<file path="src/rtl/lcd_timing_pkg.sv">
`default_nettype none
// ============================================================================
// Package  : lcd_timing_pkg
// Shared LCD timing constants, panel presets and the pixel coordinate type.
// Revision : 1.0
// ============================================================================

package lcd_timing_pkg;

  localparam int LCD_H_ACTIVE_DEFAULT = 800;
  localparam int LCD_V_ACTIVE_DEFAULT = 480;
  localparam int LCD_CW_DEFAULT       = 11;

  localparam int PANEL_800X480_H = 800;
  localparam int PANEL_800X480_V = 480;
  localparam int PANEL_800X600_H = 800;
  localparam int PANEL_800X600_V = 600;

  typedef struct packed {
    logic [LCD_CW_DEFAULT-1:0] x;
    logic [LCD_CW_DEFAULT-1:0] y;
  } lcd_coord_t;

endpackage

`default_nettype wire

</file>
<file path="src/rtl/lcd_edge_det.sv">
`default_nettype none
// ============================================================================
// Module   : lcd_edge_det
// Registered rise/fall detector for a single synchronous level signal.
// Revision : 1.0
// ============================================================================

module lcd_edge_det (
  input  logic clk,
  input  logic reset,
  input  logic d,
  output logic rise,
  output logic fall
);

  logic r_d;

  always_ff @(posedge clk or negedge reset) begin
    if (!reset) begin
      r_d <= 1'b0;
    end else begin
      r_d <= d;
    end
  end

  assign rise = d & ~r_d;
  assign fall = ~d & r_d;

endmodule

`default_nettype wire

</file>
<file path="src/rtl/lcd_de_pixel_tracker.sv">
`default_nettype none
// ============================================================================
// Module   : lcd_de_pixel_tracker
// Recovers active-pixel (x, y) from DE with vsync realignment and an overlay
// window hit flag. Define LCD_TRACK_ERR_EN to build the sticky length checkers.
// Revision : 1.0
// ============================================================================

module lcd_de_pixel_tracker
  import lcd_timing_pkg::*;
#(
  parameter int H_ACTIVE = LCD_H_ACTIVE_DEFAULT,
  parameter int V_ACTIVE = LCD_V_ACTIVE_DEFAULT,
  parameter int CW       = LCD_CW_DEFAULT
) (
  input  logic          clk,
  input  logic          reset,
  input  logic          den,
  input  logic          vs_n,
  input  logic [CW-1:0] win_x0,
  input  logic [CW-1:0] win_x1,
  input  logic [CW-1:0] win_y0,
  input  logic [CW-1:0] win_y1,
  input  logic          err_clr,
  output logic          pixel_valid,
  output logic [CW-1:0] count_x,
  output logic [CW-1:0] count_y,
  output logic          in_window,
  output logic          line_end,
  output logic          frame_end,
  output logic          err_len,
  output logic          err_lines
);

  localparam logic [CW-1:0] c_h_active = CW'(H_ACTIVE);
  localparam logic [CW-1:0] c_v_active = CW'(V_ACTIVE);
  localparam logic [CW-1:0] c_v_last   = CW'(V_ACTIVE - 1);

  logic          w_den_rise, w_den_fall, w_vs_rise, w_vs_fall;
  logic          w_unused_edges;
  logic [CW-1:0] r_x, r_y;
  logic [CW-1:0] w_nx, w_ny, w_px, w_py;
  logic          w_line_end, w_frame_end, w_len_bad, w_hit;

  lcd_edge_det u_den_edge (
    .clk   (clk),
    .reset (reset),
    .d     (den),
    .rise  (w_den_rise),
    .fall  (w_den_fall)
  );

  lcd_edge_det u_vs_edge (
    .clk   (clk),
    .reset (reset),
    .d     (vs_n),
    .rise  (w_vs_rise),
    .fall  (w_vs_fall)
  );

  assign w_unused_edges = w_den_rise ^ w_vs_rise;

  // r_x is the pixel count of the current line, so it reaches H_ACTIVE
  // after a full line; a further DE-high pixel is the wrap boundary.
  always_comb begin
    w_px        = r_x;
    w_py        = r_y;
    w_nx        = r_x;
    w_ny        = r_y;
    w_line_end  = 1'b0;
    w_frame_end = 1'b0;
    w_len_bad   = 1'b0;
    if (w_vs_fall) begin
      w_px = '0;
      w_py = '0;
      w_nx = den ? CW'(1) : '0;
      w_ny = '0;
    end else if (w_den_fall || (den && (r_x == c_h_active))) begin
      w_line_end = 1'b1;
      w_len_bad  = (r_x != c_h_active);
      if (r_y == c_v_last) begin
        w_ny        = '0;
        w_frame_end = 1'b1;
      end else begin
        w_ny = r_y + 1'b1;
      end
      w_px = '0;
      w_py = w_ny;
      w_nx = den ? CW'(1) : '0;
    end else if (den) begin
      w_nx = r_x + 1'b1;
    end
  end

  assign w_hit = (w_px >= win_x0) && (w_px <= win_x1) &&
                 (w_py >= win_y0) && (w_py <= win_y1);

  always_ff @(posedge clk or negedge reset) begin
    if (!reset) begin
      r_x         <= '0;
      r_y         <= '0;
      pixel_valid <= 1'b0;
      count_x     <= '0;
      count_y     <= '0;
      in_window   <= 1'b0;
      line_end    <= 1'b0;
      frame_end   <= 1'b0;
    end else begin
      r_x         <= w_nx;
      r_y         <= w_ny;
      pixel_valid <= den;
      if (den) begin
        count_x <= w_px;
        count_y <= w_py;
      end
      in_window   <= den && w_hit;
      line_end    <= w_line_end;
      frame_end   <= w_frame_end;
    end
  end

`ifdef LCD_TRACK_ERR_EN
  logic [CW-1:0] r_lines;
  logic          r_vs_seen;
  logic          r_err_len;
  logic          r_err_lines;

  // The line counter saturates so an overlong frame can never alias to V_ACTIVE.
  always_ff @(posedge clk or negedge reset) begin
    if (!reset) begin
      r_lines     <= '0;
      r_vs_seen   <= 1'b0;
      r_err_len   <= 1'b0;
      r_err_lines <= 1'b0;
    end else begin
      if (w_vs_fall) begin
        r_lines   <= '0;
        r_vs_seen <= 1'b1;
      end else if (w_line_end && (r_lines != '1)) begin
        r_lines <= r_lines + 1'b1;
      end
      if (w_line_end && w_len_bad) begin
        r_err_len <= 1'b1;
      end else if (err_clr) begin
        r_err_len <= 1'b0;
      end
      if (w_vs_fall && r_vs_seen && (r_lines != c_v_active)) begin
        r_err_lines <= 1'b1;
      end else if (err_clr) begin
        r_err_lines <= 1'b0;
      end
    end
  end

  assign err_len   = r_err_len;
  assign err_lines = r_err_lines;
`else
  logic w_unused_err;

  assign w_unused_err = err_clr ^ w_len_bad ^ (c_v_active == '0);
  assign err_len      = 1'b0;
  assign err_lines    = 1'b0;
`endif

endmodule

`default_nettype wire

</file>
<file path="config.mk">
export PLATFORM = sky130hd
export DESIGN_NAME = lcd_de_pixel_tracker
export DESIGN_NICKNAME = d
export VERILOG_FILES = /design/src/rtl/lcd_timing_pkg.sv /design/src/rtl/lcd_edge_det.sv /design/src/rtl/lcd_de_pixel_tracker.sv
export SDC_FILE = /design/constraint.sdc
export NUM_CORES = 1
export LEC_CHECK = 0
export CAP_MARGIN = 20
export CORE_MARGIN = 2
export CORE_UTILIZATION = 40
export CTS_BUF_LIST = sky130_fd_sc_hd__clkbuf_8
export DETAILED_ROUTE_END_ITERATION = 12
export PLACE_DENSITY_LB_ADDON = 0.08
export SYNTH_ARGS = -nofsm -noshare
export SYNTH_HDL_FRONTEND = slang
export SYNTH_SLANG_ARGS = --single-unit
</file>
<file path="constraint.sdc">
create_clock -name clk -period 8.95 [get_ports clk]
set_input_delay 1.79 -clock clk [delete_from_list [all_inputs] [get_ports clk]]
set_output_delay 1.79 -clock clk [all_outputs]
set_load 0.01 [all_outputs]
</file>
Word-level counts from Yosys, hierarchy flattened. Index checks and enable logic that the tools add are counted. Widths: inputs -> output; s select.

Register bits after elaboration: 49. Output and inout port bits: 28. Logic and storage cells: 42.

$add $sub $neg: 2. Magnitude comparators: 4. Equality and inequality tests: 2. Muxes and demuxes: 14. Bitwise operators: 4. Reductions and logical operators: 7.

Operators with widths (count): $mux 11 (8); $add 11x1->11 const B (2); $ge 11x11->1 (2); $le 11x11->1 (2); $eq 11x10->1 const B (1); $eq 11x9->1 const B (1); $mux 1 (6); $logic_and 1x1->1 (5); $reduce_bool 3->1 (1); $and 1x1->1 (2); $not 1->1 (2); $logic_or 1x1->1 (1).

Logic depth before layout (Yosys ltp). Gate-level depths: netlist of the first run.

Depth after elaboration: 10. Gate-level depth with buffers: 15. Mapped depth without buffers: 14.

By module. Synthesis of the first run repeated with hierarchy kept, for this count alone.

Cells, all modules: 354. Area total of the unflattened synthesis: 3378.2 um^2.

By module, submodules not included: lcd_de_pixel_tracker (instances 1, cells each 348, area an instance 3298.2 um^2); lcd_edge_det (instances 2, cells each 3, area an instance 40.0 um^2).

Worst setup path after synthesis of the first run. OpenSTA, ideal clock, no wires.

Kind: input port to flip-flop. Start point: input port den. End point: register in_window. Arrival: 4.271 ns. Data required time: 8.839 ns. Path slack: 4.568 ns. Cell stages on the path: 11. Path buffers: 1. Cell sequence: buf_2 > a41oi_4 > nand2b_4 > or4b_4 > a21oi_2 > ha_1 > a21oi_1 > o21ai_0 > a21o_1 > a221o_1 > a2111oi_2.

Elaborated cells on any way between the ends: 16.

RTL lines: start: declaration (RTL line lcd_de_pixel_tracker.sv:18) `input logic den,`; $not 1->1 (RTL line lcd_edge_det.sv:27) `assign fall = ~d & r_d;`; $and 1x1->1 (RTL line lcd_edge_det.sv:27); $logic_or 1x1->1 (*) (RTL line lcd_de_pixel_tracker.sv:78) `end else if (w_den_fall || (den && (r_x == c_h_active))) begin`; $mux 11 (*); $mux 11 (*) (RTL line lcd_de_pixel_tracker.sv:73) `if (w_vs_fall) begin`; named net w_ny[3] (RTL line lcd_de_pixel_tracker.sv:42) `logic [CW-1:0] w_nx, w_ny, w_px, w_py;`; $ge 11x11->1 (RTL line lcd_de_pixel_tracker.sv:96) `(w_py >= win_y0) && (w_py <= win_y1);`; $logic_and 1x1->1 (RTL line lcd_de_pixel_tracker.sv:95) `assign w_hit = (w_px >= win_x0) && (w_px <= win_x1) &&`; $logic_and 1x1->1 (*) (RTL line lcd_de_pixel_tracker.sv:96); $logic_and 1x1->1 (*) (RTL line lcd_de_pixel_tracker.sv:116) `in_window <= den && w_hit;`; end signal: assignment (RTL line lcd_de_pixel_tracker.sv:116); end: declaration (RTL line lcd_de_pixel_tracker.sv:28) `output logic in_window,`.

The timed path passes the listed nets; every way through them passes the cells marked *. A chain may end at the register's enable or synchronous reset.

Final worst setup path of the first run. Ends and elaborated chain as after synthesis.

==> results of run 1 <==
-- worst reg2reg max path: cells and delay by family, from the launching register on --
kind            cells  cell delay [ns]
compound gates      7             1.71
simple gates        3             1.07
flops               1             0.41
fa+ha+maj           2             0.44
buf+inv             1             0.11
-- cell type report --
class / instances / area [um2] / share of cell area, %
multi-input cells: 258 / 1950 / 44.8
clock buffers: 6 / 82.6 / 1.90
flip-flops and latches: 49 / 1230 / 28.2
well taps: 105 / 131 / 3.02
repair buffers: 76 / 748 / 17.2
clock inverters: 2 / 33.8 / 0.776
inverters: 48 / 180 / 4.14
-- power by group through the flow --
| stage | sequential, mW | combinational [mW] | clock [mW] |
|---|---|---|---|
| after global placement | 0.239 | 0.0905 | 0 |
| after detailed placement | 0.239 | 0.0919 | 0 |
| after CTS | 0.234 | 0.0928 | 0.174 |
| after floorplan | 0.239 | 0.0462 | 0 |
| final | 0.234 | 0.0910 | 0.168 |
| after global routing | 0.236 | 0.104 | 0.180 |
-- registers in the layout, summed over array words and instances (netlist names) --
name and count:
count_x 11, count_y 11, r_x 11, r_y 11, frame_end 1, in_window 1
line_end 1, u_den_edge.r_d 1, u_vs_edge.r_d 1
-- per-stage QoR --
stage                     instances  util [%]  hold slack [ns]
after CTS                       544      52.7            0.498
after detailed placement        536      51.3            0.475
after global placement          536      51.3            0.474
after global routing            544      52.7            0.532
after floorplan                 367         -            0.479
final                           544      52.7            0.490
-- cells by family after synthesis --
group / after synthesis / share of synthesized area (%)
and+or+nand+nor: 113 / 17.8
DFF: 49 / 35.9
AOI/OAI and AO/OA: 69 / 13.8
muxes: 21 / 6.88
adders and majority gates: 45 / 16.5
xor gates and xnor gates: 8 / 2.05
other: 1 / 0.110
buffers and inverters: 60 / 7.07
-- routing by layer --
metal,track usage (%),up-vias
met2,27.4,67
met1,25.8,1320
met4,4.23,0
met5,0,-
met3,2.87,7
li1,-,1424
-- layout by cell type, fill, tap and decap left out, types with 5 or more instances in the layout --
| cell type | n |
|---|---|
| dfrtp_1 | 49 |
| mux2_2 | 19 |
| nor2_1 | 25 |
| a21oi_1 | 19 |
| ha_1 | 45 |
| or3_1 | 8 |
| and3_1 | 10 |
| a21o_1 | 9 |
| inv_1 | 49 |
| nor3_1 | 8 |
| clkbuf_8 | 6 |
| clkdlybuf4s50_1 | 72 |
| nand2_1 | 21 |
| o21ai_0 | 15 |
| nand2b_1 | 5 |
| nand3_1 | 15 |
-- worst paths after layout --
| check | start | end | slack, ns | cells past startpoint |
|---|---|---|---|---|
| setup / recovery | den | in_window$_DFF_PN0_ | 3.65 | 12 |
| hold / removal | count_y[3]$_DFFE_PN0P_ | count_y[3]$_DFFE_PN0P_ | 0.49 | 1 |
| setup reg to reg | r_x[1]$_DFFE_PN0P_ | in_window$_DFF_PN0_ | 5.11 | 13 |
| hold reg to reg | count_y[3]$_DFFE_PN0P_ | count_y[3]$_DFFE_PN0P_ | 0.49 | 1 |
| max in group asynchronous | reset | r_x[1]$_DFFE_PN0P_ | 6.92 | 2 |
| min in group asynchronous | reset | count_y[8]$_DFFE_PN0P_ | 1.59 | 2 |
==> impl_metrics.ini, run 1 <==
[power_and_ir_drop]
p_sw_share_pct = 26.0
seq_power_share_pct = 47.5
power.density_nw_per_um2 = 113
power_leakage_nw = 2.19
combPwrFrac_pct = 18.5
p_total_mw = 0.493
p_int_mw = 0.365
peakVddDrop_v = 0.0000683
clkPwrFrac_pct = 34.0
power_switching_mw = 0.128

[cells_and_area]
final_area_um2 = 4360
drive_above_1_share_pct = 8.66
final_nets = 532
diodes = 0
area_delta_synth_final_pct = 27.5
fillers = 785

[sta]
setup_tns_ns = 0
min_period_ns = 5.30
final-hold-violation-count = 0
finalClockSkew_ns = 0.00349
setup_violations = 0
worst_pin_slew_ns = 0.742
timing.slew.headroom_pct = 50.4
min_period_over_period_pct = 59.2
setup_ws_ns = 3.65
slew_viol_final = 0
fmax_mhz = 189
rsz0062_at_grt = false

[global_routing]
gr-usage-all-layers_pct = 17.6
grt_first_pass_wirelength_mm = 12.7
grt_max_degree = 50
grt_antenna_before_repair = 0
grt_pass1_vias = 2660
grt_overflow_total = 0

[floorplan]
fp.dieW_um = 96.4
core_um2 = 8260
row_count = 33
dieArea_um2 = 9300
die_h_um = 96.4
ios = 77
initial_utilization_pct = 41.4

[worst_setup_path]
slowest_stage = or4b_4
max_stage_delay_ns = 0.52
worst-path-max-fanout = 30
critPathRequiredTime_ns = 9.15
path_delay_family = compound AO/OA/AOI/OAI gates
cp-start-kind = input port
worst-path-buf-inv = 2
cp-end-kind = register
crit_arrival_ns = 5.50
crit_path_cell_trace = clkdlybuf4s50_1, buf_4, a41oi_4, nand2b_4, or4b_4, a21oi_2, ha_1, a21oi_1, o21ai_0, a21o_1, a221o_1, a2111oi_2
crit_type = input port to register

[placed_design]
place_area_um2 = 4240
io_buffers = 73
pre_cts_ws_ns = 3.29
dp_hpwl_mm = 5.86
place_congestion = 0.807

[clock_network]
cts_sinks = 49
htreeDepth = 2
clk_latency_ns = 0.30
cts_repair_resize_count = 0
cts_buffer_depth = 2
tritoncts = yes
cts-buffers-inserted = 5
path_clk_slew_ns = 0.09
ctsHoldBuffers = 0
post_cts_buffers = 0
clockRootBuffer = clkbuf_8

[yosys]
synth_top_area_share_pct = 35.9
async_flop_share_pct = 100
synth_cell_types = 55
ys.warnings.count = 0
ys_ff_latch = 49
yosysSeqAreaShare_pct = 35.9
netlist_instances = 366
synth-edff-count = 0
yosysMostFrequentCell = dfrtp_1
synth_ff_type = dfrtp_1
synthTopCellsByCount = dfrtp_1, inv_1, ha_1
synth_area_leaders = dfrtp_1, ha_1, mux2_2
synth_top_cell_by_area = dfrtp_1
netlist_area_um2 = 3420
synth_area_per_cell_um2 = 9.34

[route]
wl_met3_um = 418
viasPerCell = 5.18
firstDrtPassIters = 4
route.antenna.remaining_nets = 0
first_iter_violations = 109
routed.top_layer = met4
wirelength_mm = 7.82
route.detailed.drc = 0
wl_met2_mm = 3.37
vias = 2818
wire_per_inst_um = 14.4
met1_length_mm = 3.96

[job]
drv_cap = 0

[outcome]
status = complete, no violations

[hold_path]
min_path_type = register to register
(Power assumes the default switching activity.)
==> inputs of run 2 (changes only) <==
clock period = 4.9 ns   (was 8.95 ns; I/O delays follow)
==> impl_metrics.ini, run 2 (synthesis results as in run 1) <==
[outcome]
status = complete, no violations

[route]
firstDrtPassIters = 5
route.antenna.remaining_nets = 0
viasPerCell = 5.23
vias = 2849
first_iter_violations = 101
wire_per_inst_um = 14.7
route.detailed.drc = 0
wirelength_mm = 7.99

[power_and_ir_drop]
power.density_nw_per_um2 = 195
power_leakage_nw = 2.18
peakVddDrop_v = 0.000126
p_sw_share_pct = 27.4
clkPwrFrac_pct = 29.6
p_int_mw = 0.616
combPwrFrac_pct = 19.8
p_total_mw = 0.848
power_switching_mw = 0.232
seq_power_share_pct = 50.6

[placed_design]
dp_hpwl_mm = 6.23
io_buffers = 73
place_congestion = 0.814
pre_cts_ws_ns = 0.606

[sta]
fmax_mhz = 254
final-hold-violation-count = 0
setup_tns_ns = 0
finalClockSkew_ns = 0.00852
setup_ws_ns = 0.969
setup_violations = 0
worst_pin_slew_ns = 0.637
slew_viol_final = 0
min_period_ns = 3.93
min_period_over_period_pct = 80.2
rsz0062_at_grt = false
timing.slew.headroom_pct = 57.5

[cells_and_area]
layout_common_cells = clkdlybuf4s50_1, dfrtp_1, inv_1, ha_1, nor2_1
diodes = 0
final_nets = 534
final_common_cell = clkdlybuf4s50_1
area_delta_synth_final_pct = 27.1
drive_above_1_share_pct = 9.09

[hold_path]
whs_path_depth = 1
holdPathEnd = count_y[3]$_DFFE_PN0P_
min_path_type = register to register
min-delay-start = count_y[3]$_DFFE_PN0P_

[floorplan]
fp.dieW_um = 96.4
dieArea_um2 = 9300
core_um2 = 8260
die_h_um = 96.4
row_count = 33
initial_utilization_pct = 41.4
ios = 77

[global_routing]
grt_antenna_before_repair = 0
grt_pass1_vias = 2662
grt_first_pass_wirelength_mm = 12.9
gr-usage-all-layers_pct = 17.9
grt_overflow_total = 0
grt_max_degree = 50

[worst_setup_path]
cp-start-kind = input port
max_stage_delay_ns = 0.52
worst-path-max-fanout = 4
path_delay_family = compound AO/OA/AOI/OAI gates
crit_path_cell_trace = clkdlybuf4s50_1, nor2b_1, a41oi_4, nand2b_4, or4b_4, a21oi_2, ha_1, a21oi_1, o21ai_0, a21o_1, a221o_1, a2111oi_2
r2r-end = in_window$_DFF_PN0_
crit_type = input port to register
worst-path-buf-inv = 1
worstReg2RegStart = r_y[0]$_DFF_PN0_
critPathRequiredTime_ns = 5.09
slowest_stage = or4b_4
cp-end-kind = register
rr_worst_depth = 12
rrSetupSlack_ns = 1.35
crit_arrival_ns = 4.12

[clock_network]
tritoncts = yes
cts_buffer_depth = 2
ctsHoldBuffers = 0
cts-buffers-inserted = 5
path_clk_slew_ns = 0.10
cts_sinks = 49
clockRootBuffer = clkbuf_8
htreeDepth = 2
cts_repair_resize_count = 0
post_cts_buffers = 0
clk_latency_ns = 0.30

[job]
drv_cap = 0
-- run 2: changes by cell type in the layout (fill, tap and decap cells not counted) --
cell        delta
bufinv_16      -1
inv_1          -1
clkinvlp_4     +1
buf_4          +2
-- run 2: how the worst max path moves through the flow --
stage               startpoint             endpoint  slack, ns  cells after the start
CTS                        den  in_window$_DFF_PN0_       0.93                     12
floorplan                  den  in_window$_DFF_PN0_       1.33                     11
global placement           den  in_window$_DFF_PN0_       0.69                     12
finish                     den  in_window$_DFF_PN0_       0.97                     12
detailed placement         den  in_window$_DFF_PN0_       0.61                     12
global route               den  in_window$_DFF_PN0_       0.83                     13
-- run 2: power groups by stage --
stage	registers [mW]	logic, mW	clock network (mW)
finish	0.429	0.168	0.251
global route	0.431	0.190	0.276
CTS	0.429	0.171	0.260
detailed placement	0.437	0.169	0
global placement	0.436	0.167	0
floorplan	0.437	0.0844	0
-- run 2: layout make-up --
| class | instances | area, um2 |
|---|---|---|
| inverter | 48 | 180 |
| clock inverter | 1 | 7.51 |
| fill | 783 | 3910 |
| clock buffer | 6 | 82.6 |
| tap | 105 | 131 |
| timing repair buffer | 78 | 763 |
| sequential | 49 | 1230 |
| multi-input combinational | 258 | 1950 |
-- run 2: per-layer routing --
layer	share of wire, %	track usage, %
met4	1.3	4.11
met3	4.9	3.18
met2	45	28.7
met1	49	25.3
met5	0	0
-- run 2: per-stage QoR --
step / area, um2 / std cells / hold slack (ns) / utilization [%]
finish: 4340 / 545 / 0.490 / 52.6
global route: 4340 / 545 / 0.534 / 52.6
CTS: 4340 / 545 / 0.497 / 52.6
detailed placement: 4250 / 538 / 0.475 / 51.5
global placement: 4250 / 538 / 0.474 / 51.5
floorplan: 3420 / 367 / 0.479 / -
==> inputs of run 3 (changes only) <==
clock period = 4 ns   (was 4.9 ns; I/O delays follow)
==> impl_metrics.ini, run 3 (synthesis results as in run 1) <==
[floorplan]
initial_utilization_pct = 41.4
die_h_um = 96.4
dieArea_um2 = 9300
row_count = 33
core_um2 = 8260
fp.dieW_um = 96.4
ios = 77

[cells_and_area]
multi_input_area_um2 = 1950
stdcell_count = 557
seq_area_um2 = 1230
final_core_util_pct = 53.5
final_common_cell = clkdlybuf4s50_1
drive_above_1_share_pct = 11.3
diodes = 0
fillers = 774
final_nets = 545
area_delta_synth_final_pct = 29.3
layout_common_cells = clkdlybuf4s50_1, inv_1, dfrtp_1, ha_1, nor2_1
final_area_um2 = 4420

[placed_design]
place_congestion = 0.801
io_buffers = 73
place_area_um2 = 4340
dp_hpwl_mm = 6.34
place_inst = 549

[power_and_ir_drop]
power_leakage_nw = 2.24
peakVddDrop_v = 0.000142
power.density_nw_per_um2 = 233

[worst_setup_path]
rrSetupSlack_ns = 0.61
r2r-end = in_window$_DFF_PN0_
slowest_stage = or4b_4
worst-path-max-fanout = 4
crit_arrival_ns = 3.81
critPathRequiredTime_ns = 4.20
cp-start-kind = input port
worstReg2RegStart = r_x[1]$_DFFE_PN0P_
path_delay_family = compound AO/OA/AOI/OAI gates
max_stage_delay_ns = 0.52
cp-end-kind = register
rr_worst_depth = 13
crit_type = input port to register
crit_path_cell_trace = clkdlybuf4s50_1, nor2b_1, a41oi_4, nand2b_4, or4b_4, a21oi_2, ha_1, a21oi_1, o21ai_0, a21o_1, a221o_1, a2111oi_2
worst-path-buf-inv = 1

[sta]
worst_pin_slew_ns = 0.837
setup_tns_ns = 0
setup_violations = 0
final-hold-violation-count = 0
rsz0062_at_grt = false
min_period_ns = 3.61
slew_viol_final = 0
min_period_over_period_pct = 90.2
finalClockSkew_ns = 0.00394
fmax_mhz = 277
timing.slew.headroom_pct = 44.2

[route]
vias = 2879
route.antenna.remaining_nets = 0
viasPerCell = 5.17
route.detailed.drc = 0
wire_per_inst_um = 14.3
first_iter_violations = 112
firstDrtPassIters = 4
wirelength_mm = 7.96

[hold_path]
min_path_type = register to register
holdPathEnd = count_y[3]$_DFFE_PN0P_
min-delay-start = count_y[3]$_DFFE_PN0P_
whs_path_depth = 1

[clock_network]
cts_repair_resize_count = 0
cts-buffers-inserted = 5
htreeDepth = 2
clockRootBuffer = clkbuf_8
clk_latency_ns = 0.30
cts_buffer_depth = 2
path_clk_slew_ns = 0.09
cts_sinks = 49
tritoncts = yes
post_cts_buffers = 0
ctsHoldBuffers = 0

[global_routing]
grt_first_pass_wirelength_mm = 13.0
grt_antenna_before_repair = 0
grt_pass1_vias = 2727
grt_overflow_total = 0
gr-usage-all-layers_pct = 18.1
grt_max_degree = 38

[outcome]
status = complete, no violations

[job]
drv_cap = 0
## run 3: how the worst max path moves through the flow
stage / startpoint / slack, ns / depth (start not counted) / endpoint
2_1_floorplan: den / 0.61 / 11 / in_window$_DFF_PN0_
3_3_place_gp: den / 0.04 / 12 / in_window$_DFF_PN0_
3_5_place_dp: den / 0.03 / 12 / in_window$_DFF_PN0_
4_1_cts: den / 0.36 / 12 / in_window$_DFF_PN0_
5_1_grt: den / 0.13 / 15 / in_window$_DFF_PN0_
6_report: den / 0.39 / 12 / in_window$_DFF_PN0_
## run 3: metrics by stage
step                hold WS [ns]  worst slack [ns]  total power [mW]
floorplan                  0.479             0.608             0.639
global placement           0.471            0.0364             0.746
detailed placement         0.487            0.0262             0.750
CTS                        0.510             0.357              1.04
global route               0.523             0.131              1.09
finish                     0.506             0.394              1.03
## run 3: area by class of cell
cell class / instances / share of cell area (%)
clock buffer: 5 / 1.56
clock inverter: 3 / 0.311
inverter: 48 / 4.08
multi-input combinational: 258 / 44.2
sequential: 49 / 27.7
tap: 105 / 2.97
timing repair buffer: 89 / 19.1
## run 3: where the power goes
group | internal, mW | switching [mW]
combinational | 0.112 | 0.101
clock | 0.119 | 0.173
sequential | 0.511 | 0.0140
## run 3: layer usage
layer / share of wire, % / GRT usage (%) / vias to the layer above
met1: 50 / 26.0 / 1351
met4: 0.87 / 3.87 / 0
met2: 44 / 29.0 / 62
met5: 0 / 0 / -
met3: 4.9 / 2.72 / 5
li1: - / - / 1461
